===== src/rtl/msx_mouse_encoder.sv =====
// MSX mouse protocol encoder for a single joystick port.
// Accumulates host mouse deltas with saturation and serves them as four nibbles
// (Xhi, Xlo, Yhi, Ylo) on STR toggles, resyncing to Xhi after an idle timeout.
module msx_mouse_encoder #(
  parameter int unsigned TIMEOUT     = 100000,
  parameter bit          INVERT_X    = 1'b1,
  parameter bit          INVERT_Y    = 1'b0,
  parameter int unsigned SYNC_STAGES = 2
) (
  input  logic       i_clk_sys,
  input  logic       i_reset,
  input  logic [8:0] i_mouse_x,
  input  logic [8:0] i_mouse_y,
  input  logic [7:0] i_mouse_flags,
  input  logic       i_mouse_strobe,
  input  logic [5:0] i_joy_n,
  input  logic       i_str,
  output logic       o_mouse_en,
  output logic [5:0] o_pin_out,
  output logic [1:0] o_nib_state
);

  localparam int unsigned TW = (TIMEOUT > 1) ? $clog2(TIMEOUT + 1) : 1;

  typedef enum logic [1:0] {StXhi = 2'd0, StXlo = 2'd1, StYhi = 2'd2, StYlo = 2'd3} nib_e;

  // Sign-extend to 10 bits; negating -256 yields +256, which fits and later clamps.
  function automatic logic signed [9:0] f_delta(input logic [8:0] v, input bit inv);
    logic signed [9:0] s;
    s = $signed({v[8], v});
    return inv ? -s : s;
  endfunction

  function automatic logic [7:0] f_sat(input logic [7:0] acc, input logic signed [9:0] d);
    logic signed [10:0] s;
    s = $signed({{3{acc[7]}}, acc}) + $signed({d[9], d});
    if (s > 11'sd127) begin
      return 8'h7F;
    end else if (s < -11'sd128) begin
      return 8'h80;
    end else begin
      return s[7:0];
    end
  endfunction

  logic [SYNC_STAGES-1:0] r_str_sync;
  logic                   r_str_prev;
  logic                   r_mouse_en;
  logic [7:0]             r_acc_x, r_acc_y;
  logic [7:0]             r_sx, r_sy;
  logic [TW-1:0]          r_tmo;
  nib_e                   r_state;
  logic [5:0]             r_pin_out;

  logic                   w_sync_out;
  logic                   w_edge;
  logic                   w_take;
  logic                   w_snap;
  logic signed [9:0]      w_dx, w_dy;
  logic [7:0]             w_base_x, w_base_y;

  assign w_sync_out = r_str_sync[SYNC_STAGES-1];
  assign w_edge     = w_sync_out ^ r_str_prev;
  assign w_take     = w_edge & r_mouse_en;
  assign w_snap     = w_take & (r_state == StXhi);
  assign w_dx       = f_delta(i_mouse_x, INVERT_X);
  assign w_dy       = f_delta(i_mouse_y, INVERT_Y);
  // A snapshot in the same cycle takes the old value, so the strobe starts from zero.
  assign w_base_x   = (!r_mouse_en || w_snap) ? 8'h00 : r_acc_x;
  assign w_base_y   = (!r_mouse_en || w_snap) ? 8'h00 : r_acc_y;

  assign o_mouse_en  = r_mouse_en;
  assign o_pin_out   = r_pin_out;
  assign o_nib_state = r_state;

  // STR synchroniser chain plus the compare flop used for edge detection.
  always_ff @(posedge i_clk_sys) begin
    if (i_reset) begin
      r_str_sync <= '0;
      r_str_prev <= 1'b0;
    end else begin
      r_str_sync[0] <= i_str;
      for (int i = 1; i < int'(SYNC_STAGES); i++) begin
        r_str_sync[i] <= r_str_sync[i-1];
      end
      r_str_prev <= w_sync_out;
    end
  end

  // Port ownership: mouse traffic claims the port, joystick activity releases it.
  always_ff @(posedge i_clk_sys) begin
    if (i_reset) begin
      r_mouse_en <= 1'b0;
    end else if (i_mouse_strobe) begin
      r_mouse_en <= 1'b1;
    end else if (!(&i_joy_n)) begin
      r_mouse_en <= 1'b0;
    end
  end

  // Delta accumulators, cleared on snapshot and held at zero while disabled.
  always_ff @(posedge i_clk_sys) begin
    if (i_reset) begin
      r_acc_x <= 8'h00;
      r_acc_y <= 8'h00;
    end else if (i_mouse_strobe) begin
      r_acc_x <= f_sat(w_base_x, w_dx);
      r_acc_y <= f_sat(w_base_y, w_dy);
    end else if (!r_mouse_en || w_snap) begin
      r_acc_x <= 8'h00;
      r_acc_y <= 8'h00;
    end
  end

  // Snapshot of both axes at the start of each four-nibble read.
  always_ff @(posedge i_clk_sys) begin
    if (i_reset) begin
      r_sx <= 8'h00;
      r_sy <= 8'h00;
    end else if (w_snap) begin
      r_sx <= r_acc_x;
      r_sy <= r_acc_y;
    end
  end

  // Nibble sequencer, timeout resync and registered pin levels.
  always_ff @(posedge i_clk_sys) begin
    if (i_reset) begin
      r_state   <= StXhi;
      r_tmo     <= '0;
      r_pin_out <= 6'h3F;
    end else if (!r_mouse_en) begin
      r_state   <= StXhi;
      r_tmo     <= '0;
      r_pin_out <= 6'h3F;
    end else begin
      r_pin_out[5:4] <= ~i_mouse_flags[1:0];
      if (w_edge) begin
        r_tmo <= TW'(TIMEOUT);
        unique case (r_state)
          StXhi: begin
            r_pin_out[3:0] <= r_acc_x[7:4];
            r_state        <= StXlo;
          end
          StXlo: begin
            r_pin_out[3:0] <= r_sx[3:0];
            r_state        <= StYhi;
          end
          StYhi: begin
            r_pin_out[3:0] <= r_sy[7:4];
            r_state        <= StYlo;
          end
          StYlo: begin
            r_pin_out[3:0] <= r_sy[3:0];
            r_state        <= StXhi;
          end
          default: r_state <= StXhi;
        endcase
      end else if (r_tmo != '0) begin
        r_tmo <= r_tmo - 1'b1;
        if (r_tmo == TW'(1)) begin
          r_state <= StXhi;
        end
      end
    end
  end

endmodule


===== config.mk =====
export PLATFORM = sky130hd
export DESIGN_NAME = msx_mouse_encoder
export DESIGN_NICKNAME = d
export VERILOG_FILES = /design/src/rtl/msx_mouse_encoder.sv
export SDC_FILE = /design/constraint.sdc
export NUM_CORES = 1
export LEC_CHECK = 0
export BUFFER_PORTS_ARGS = -buffer_cell sky130_fd_sc_hd__buf_2
export CAP_MARGIN = 20
export CORE_MARGIN = 5
export CORE_UTILIZATION = 52
export CTS_BUF_LIST = sky130_fd_sc_hd__clkbuf_16
export DETAILED_ROUTE_END_ITERATION = 6
export GPL_TIMING_DRIVEN = 0
export HOLD_SLACK_MARGIN = 0.1
export PLACE_DENSITY = 0.76
export SLEW_MARGIN = 20
export SYNTH_ARGS = -nofsm -noshare
export SYNTH_HDL_FRONTEND = slang
export SYNTH_SLANG_ARGS = --single-unit

===== constraint.sdc =====
create_clock -name i_clk_sys -period 3 [get_ports i_clk_sys]
set_input_delay 0.15 -clock i_clk_sys [delete_from_list [all_inputs] [get_ports i_clk_sys]]
set_output_delay 0.15 -clock i_clk_sys [all_outputs]
set_load 0.1 [all_outputs]

# Word-level counts from Yosys, hierarchy flattened
# Index checks and enable logic that the tools add are counted.
# totals
regBits	57
out_inout_bits	9
word_cells	57
# op_classes
add_sub_neg	4
magnitude_cmp	4
eq_ne	5
mux	17
bitwise_logic	5
n_reduce_logical	10
# ops
op	count
$mux 8	8
$mux 17	2
$eq 17x1->1 const B	1
$reduce_bool 17->1	1
$sub 17x1->17 const B	1
$pmux 4 s4	1
$add 8x10->11	1
$gt 11x8->1 const B	1
$lt 11x8->1 const B	1
$add 8x9->10	1
$gt 10x8->1 const B	1
$lt 10x8->1 const B	1
$neg 9->10	1
$pmux 2 s4	1
$mux 2	3
$reduce_and 6->1	1
$eq 2x2->1 const B	2
$reduce_bool 2->1	2
$reduce_or 3->1	1
$and 1x1->1	2
$eq 2x1->1 const B	1
$logic_not 2->1	1
$mux 1	2
$ne 2x2->1 const B	1
other kinds (7)	7

# Logic depth before layout (Yosys ltp)
# logic_depth
word_depth	10
mapped_depth	14

# Worst setup path before layout
# Ideal clock, no wire load.
# synth_timing
kind	register to register
startpoint	register r_state[0] (netlist: o_nib_state[0])
endpoint	register r_acc_x[2]
setup_time_ps	86
t_arrival_ps	3848
t_required_ps	2914
path_slack_ps	-933
stages_incl_launch_ff	14
path_cell_list	dfxtp_1 -> inv_1 -> ha_1 -> nand3_1 -> clkbuf_1 -> and3_1 -> ha_1 -> o21ai_1 -> a21oi_2 -> o221ai_2 -> mux2_1 -> maj3_2 -> o221a_2 -> a211oi_1
# synth_via
elab_chain_cells	9
# synth_lines
item	line	text
from (decl)	52	nib_e r_state;
from (signal assigned)	129	r_state <= StXhi;
from (signal assigned)	133	r_state <= StXhi;
from (signal assigned)	143	r_state <= StXlo;
$logic_not 2->1 (*)	65	assign w_snap = w_take & (r_state == StXhi);
$and 1x1->1 (*)	65	
$logic_or 1x1->1 (*)	69, 109	
$mux 8 (*)	-	
$add 8x10->11	36	s = $signed({{3{acc[7]}}, acc}) + $signed({d[9], d});
$lt 11x8->1	39	end else if (s < -11'sd128) begin
$mux 8	39	
$mux 8	37	if (s > 11'sd127) begin
$mux 8 (*)	106	end else if (i_mouse_strobe) begin
to (signal assigned)	107	r_acc_x <= f_sat(w_base_x, w_dx);
to (decl)	49	logic [7:0] r_acc_x, r_acc_y;
# Mark *: on every way between the ends. The rest lies on a longest branch, timed or not.
# A chain may end at the register's enable or synchronous reset.

# Final worst setup path
# layout_timing
startpoint	register r_str_sync[1]
endpoint	register r_acc_y[5]
# layout_via
elab_chain_cells	10
# layout_lines
item	line	text
from (decl)	46	logic [SYNC_STAGES-1:0] r_str_sync;
from (signal, indexed assignment)	84	r_str_sync[i] <= r_str_sync[i-1];
$xor 1x1->1 (*)	63	assign w_edge = w_sync_out ^ r_str_prev;
$and 1x1->1 (*)	64	assign w_take = w_edge & r_mouse_en;
$and 1x1->1 (*)	65	
$logic_or 1x1->1 (*)	70, 109	
$mux 8 (*)	-	
$add 8x9->10	36	
$lt 10x8->1	39	
$mux 8	39	
$mux 8	37	
$mux 8 (*)	106	
to (signal assigned)	108	r_acc_y <= f_sat(w_base_y, w_dy);
to (decl)	49	
# Marked as above.

==> reports/results.txt <==
failing checks: negative setup slack
reg2reg end: r_acc_y[5]
Max Fclk: 0.332 GHz
unrepaired setup endpoints after global routing: true
CTS root buf: clkbuf_16
Final Instance Area: 4590 µm²
cells along the critical path: xor2_4 > nand3_4 > buf_8 > and3_4 > ha_4 > fa_2 > a21o_1 > a22oi_2 > a21oi_2 > o211ai_1 > a2bb2oi_2 > nand3b_1 > a311oi_1
Synth Instances: 416
Net Switching: 0.919 mW
antenna cells: 0
share of layout cells above drive strength 1: 28.7%
hold crit path type: in -> reg
DR iter-0 viols: 159
Layout Cells excl Fill: 568
crit path max fanout: 6
status: finished with violations
DR pass1 iterations: 5
vias in the first global route: 3170
max_cap viols: 0
Worst R2R Setup Slack: -0.02 ns
synth top area cells: dfxtp_1 (33%), ha_1 (9.5%), nand2_1 (5.9%), a21oi_1 (5.1%), nor2_1 (4.4%)
die area: 8310 µm²
Final WS setup: -0.0165 ns
via count: 3314
Worst-path clk slew: 0.05 ns
register area share after synthesis: 33.3%
Main synth FF type: dfxtp_1
most common cell in the netlist: dfxtp_1
total CTS buffers: 9
CP startpoint: r_str_sync[1]
CP endpoint kind: flip-flop
worst hold slack: 0.183 ns
pwr dens: 634 nW/µm²
Reg area: 1160 µm²
final worst path period share: 101%
Die Wd: 91.2 µm
Least-Margin Pin Slew: 0.657 ns
Placement Cell Area: 3810 µm²
Distinct cells, synth: 54
port bufs: 36
fillers: 483
worst path required time: 3.23 ns
Arr. time, crit path: 3.25 ns
H-Tree Depth: 3
area of the core: 6390 µm²
CTS Buffer Depth: 2
drt wl/cell: 15.5 µm
Leak: 1.96 nW
Worst R2R Start: r_str_sync[1]
vias per inst: 5.83
share of the synthesized area in the top cell type: 33.3%
asr flop ratio synth: 0%
Gate power share: 32.3%
fin nets: 550
VDD IR max: 0.000753 V
Cell Rows: 29
Setup Viol. Count Final: 3
Post-synth top cells: dfxtp_1 (57), nand2_1 (54), nor2_1 (40), a21oi_1 (35), ha_1 (26)
IO Pins: 45
worst setup path category: reg -> reg
syn avg cell area: 8.23 µm²
CTS Sinks: 57
Clock power frac: 37.9%
first-pass GRT wire length: 14.3 mm
Yosys top cell by area: dfxtp_1
CTS tree: built
Hold Vio Cnt, Final: 0
Multi-input gate area: 2480 µm²
Clock Skew: 0.00548 ns
initial antenna violation count: 0
DRC viols: 0
slowest stage delay, CP: 0.38 ns
P_int: 1.99 mW
minimum clock period: 3.02 ns
worst setup path end: r_acc_y[5]
Overflow after GRT: 0
Area Overhead vs Synth: 34.0%
Yosys warning total: 0
Final Total Pwr: 2.91 mW
crit path max-delay cell type: dfxtp_4
number of synthesized flops with an enable pin: 0
total track usage: 20.5%
routability cong.: 0.875
Die Span Y: 91.2 µm
sequential share of power: 29.8%
sw frac: 31.6%
Post-Route WL: 8.82 mm
Initial Util: 53.6%
relative slew slack: 56.2%
FF-to-FF path depth: 13
post-placement cell count: 529
#FFs+latches synth: 57
pre-CTS setup slack: -0.441 ns
largest net degree at the start of global routing: 11
Worst setup SP type: flip-flop
HPWL Detailed: 6.18 mm
Mapped Nets: 480
Post-Syn Area: 3420 µm²
Slew Viols, Final: 0
Worst-Skew Late Latency: 0.32 ns
Final ANT Viol Nets: 0
[final cells by class]
type	instances	area share [%]
Multi-Input combinational cell	323	54.1
Sequential cell	57	25.3
Timing Repair Buffer	59	7.93
Clock buffer	10	5.45
Tap cell	77	2.10
Inverter	21	1.83
Clock inverter	6	1.72
Buffer	15	1.58
[power groups by stage]
stage          combinational, mW  clock, mW  sequential, mW
2_1_floorplan              0.700          0           0.887
3_3_place_gp               0.839          0           0.877
3_5_place_dp               0.861          0           0.880
4_1_cts                    0.902       1.11           0.866
5_1_grt                     1.04       1.15           0.874
6_report                   0.940       1.10           0.869
[metrics by stage]
| stage | TNS, ns | util, % |
|---|---|---|
| global placement | -4.19 | 59.7 |
| floorplan | 0 | - |
| detailed placement | -4.66 | 59.7 |
| CTS | -0.475 | 68.4 |
| finish | -0.0274 | 71.9 |
| global route | -1.67 | 71.9 |
[cells in the final DEF, fill, tap and decap left out, types with 11 or more instances in the layout]
cell and count:
nor2_1 37, inv_1 18, ha_1 16, buf_2 36, clkbuf_1 11, buf_4 19, a21oi_1 32, nand2_1 52
xnor2_1 15, dfxtp_1 52, and3_1 12
[cells by family (layout without fill, tap and decap cells)]
family          Yosys count  count (layout)  synth area share (%)
compound gates          103             103                  20.7
xor+xnor                 23              23                  5.88
fa+ha+maj                29              29                  11.0
buf+inv                  36             111                  3.95
flops                    57              57                  33.3
mux                       2               2                 0.621
simple gates            166             166                  24.6
[registers in the layout, indices dropped and copies added (netlist names), 2 cells and up]
name and cells:
r_sx 4, r_acc_x 8, o_pin_out 6, r_tmo 17, r_str_sync 2, r_sy 8, r_acc_y 8, o_nib_state 2
[worst min path at each step]
stage / from / endpoint / slack (ns) / cells after the start
after CTS: i_reset / r_str_sync[0] / 0.17 / 2
after detailed placement: i_mouse_flags[1] / o_pin_out[5] / 0.31 / 2
after global placement: i_mouse_flags[1] / o_pin_out[5] / 0.31 / 2
final: i_reset / r_str_sync[0] / 0.18 / 2
after floorplan: i_mouse_flags[0] / o_pin_out[4] / 0.21 / 1
after global routing: i_reset / r_str_sync[0] / 0.21 / 2
[timing repair]
item,CTS,global route
setup buffers,11,9
endpoints found under the setup margin,14,14
resized for setup,30,32
endpoints found under the hold margin,3,0
hold buffers,3,0
pin swaps,26,39
[critical path, delay by kind of cell, from the launching register on]
kind	cells	cell delay, ns
adder cells (fa/ha/maj)	2	0.55
buffers and inverters	1	0.15
AO/OA/AOI/OAI	6	1.25
XOR/XNOR	1	0.19
AND/OR/NAND/NOR	3	0.41
flip-flops	1	0.38
[routing by layer]
layer	up-vias	track usage, %	wire length (µm)
li1	1634	-	-
met1	1562	27.0	3950
met2	101	34.0	4250
met3	17	3.31	461
met4	0	7.46	151
met5	-	0	0
(Power assumes the default switching activity.)
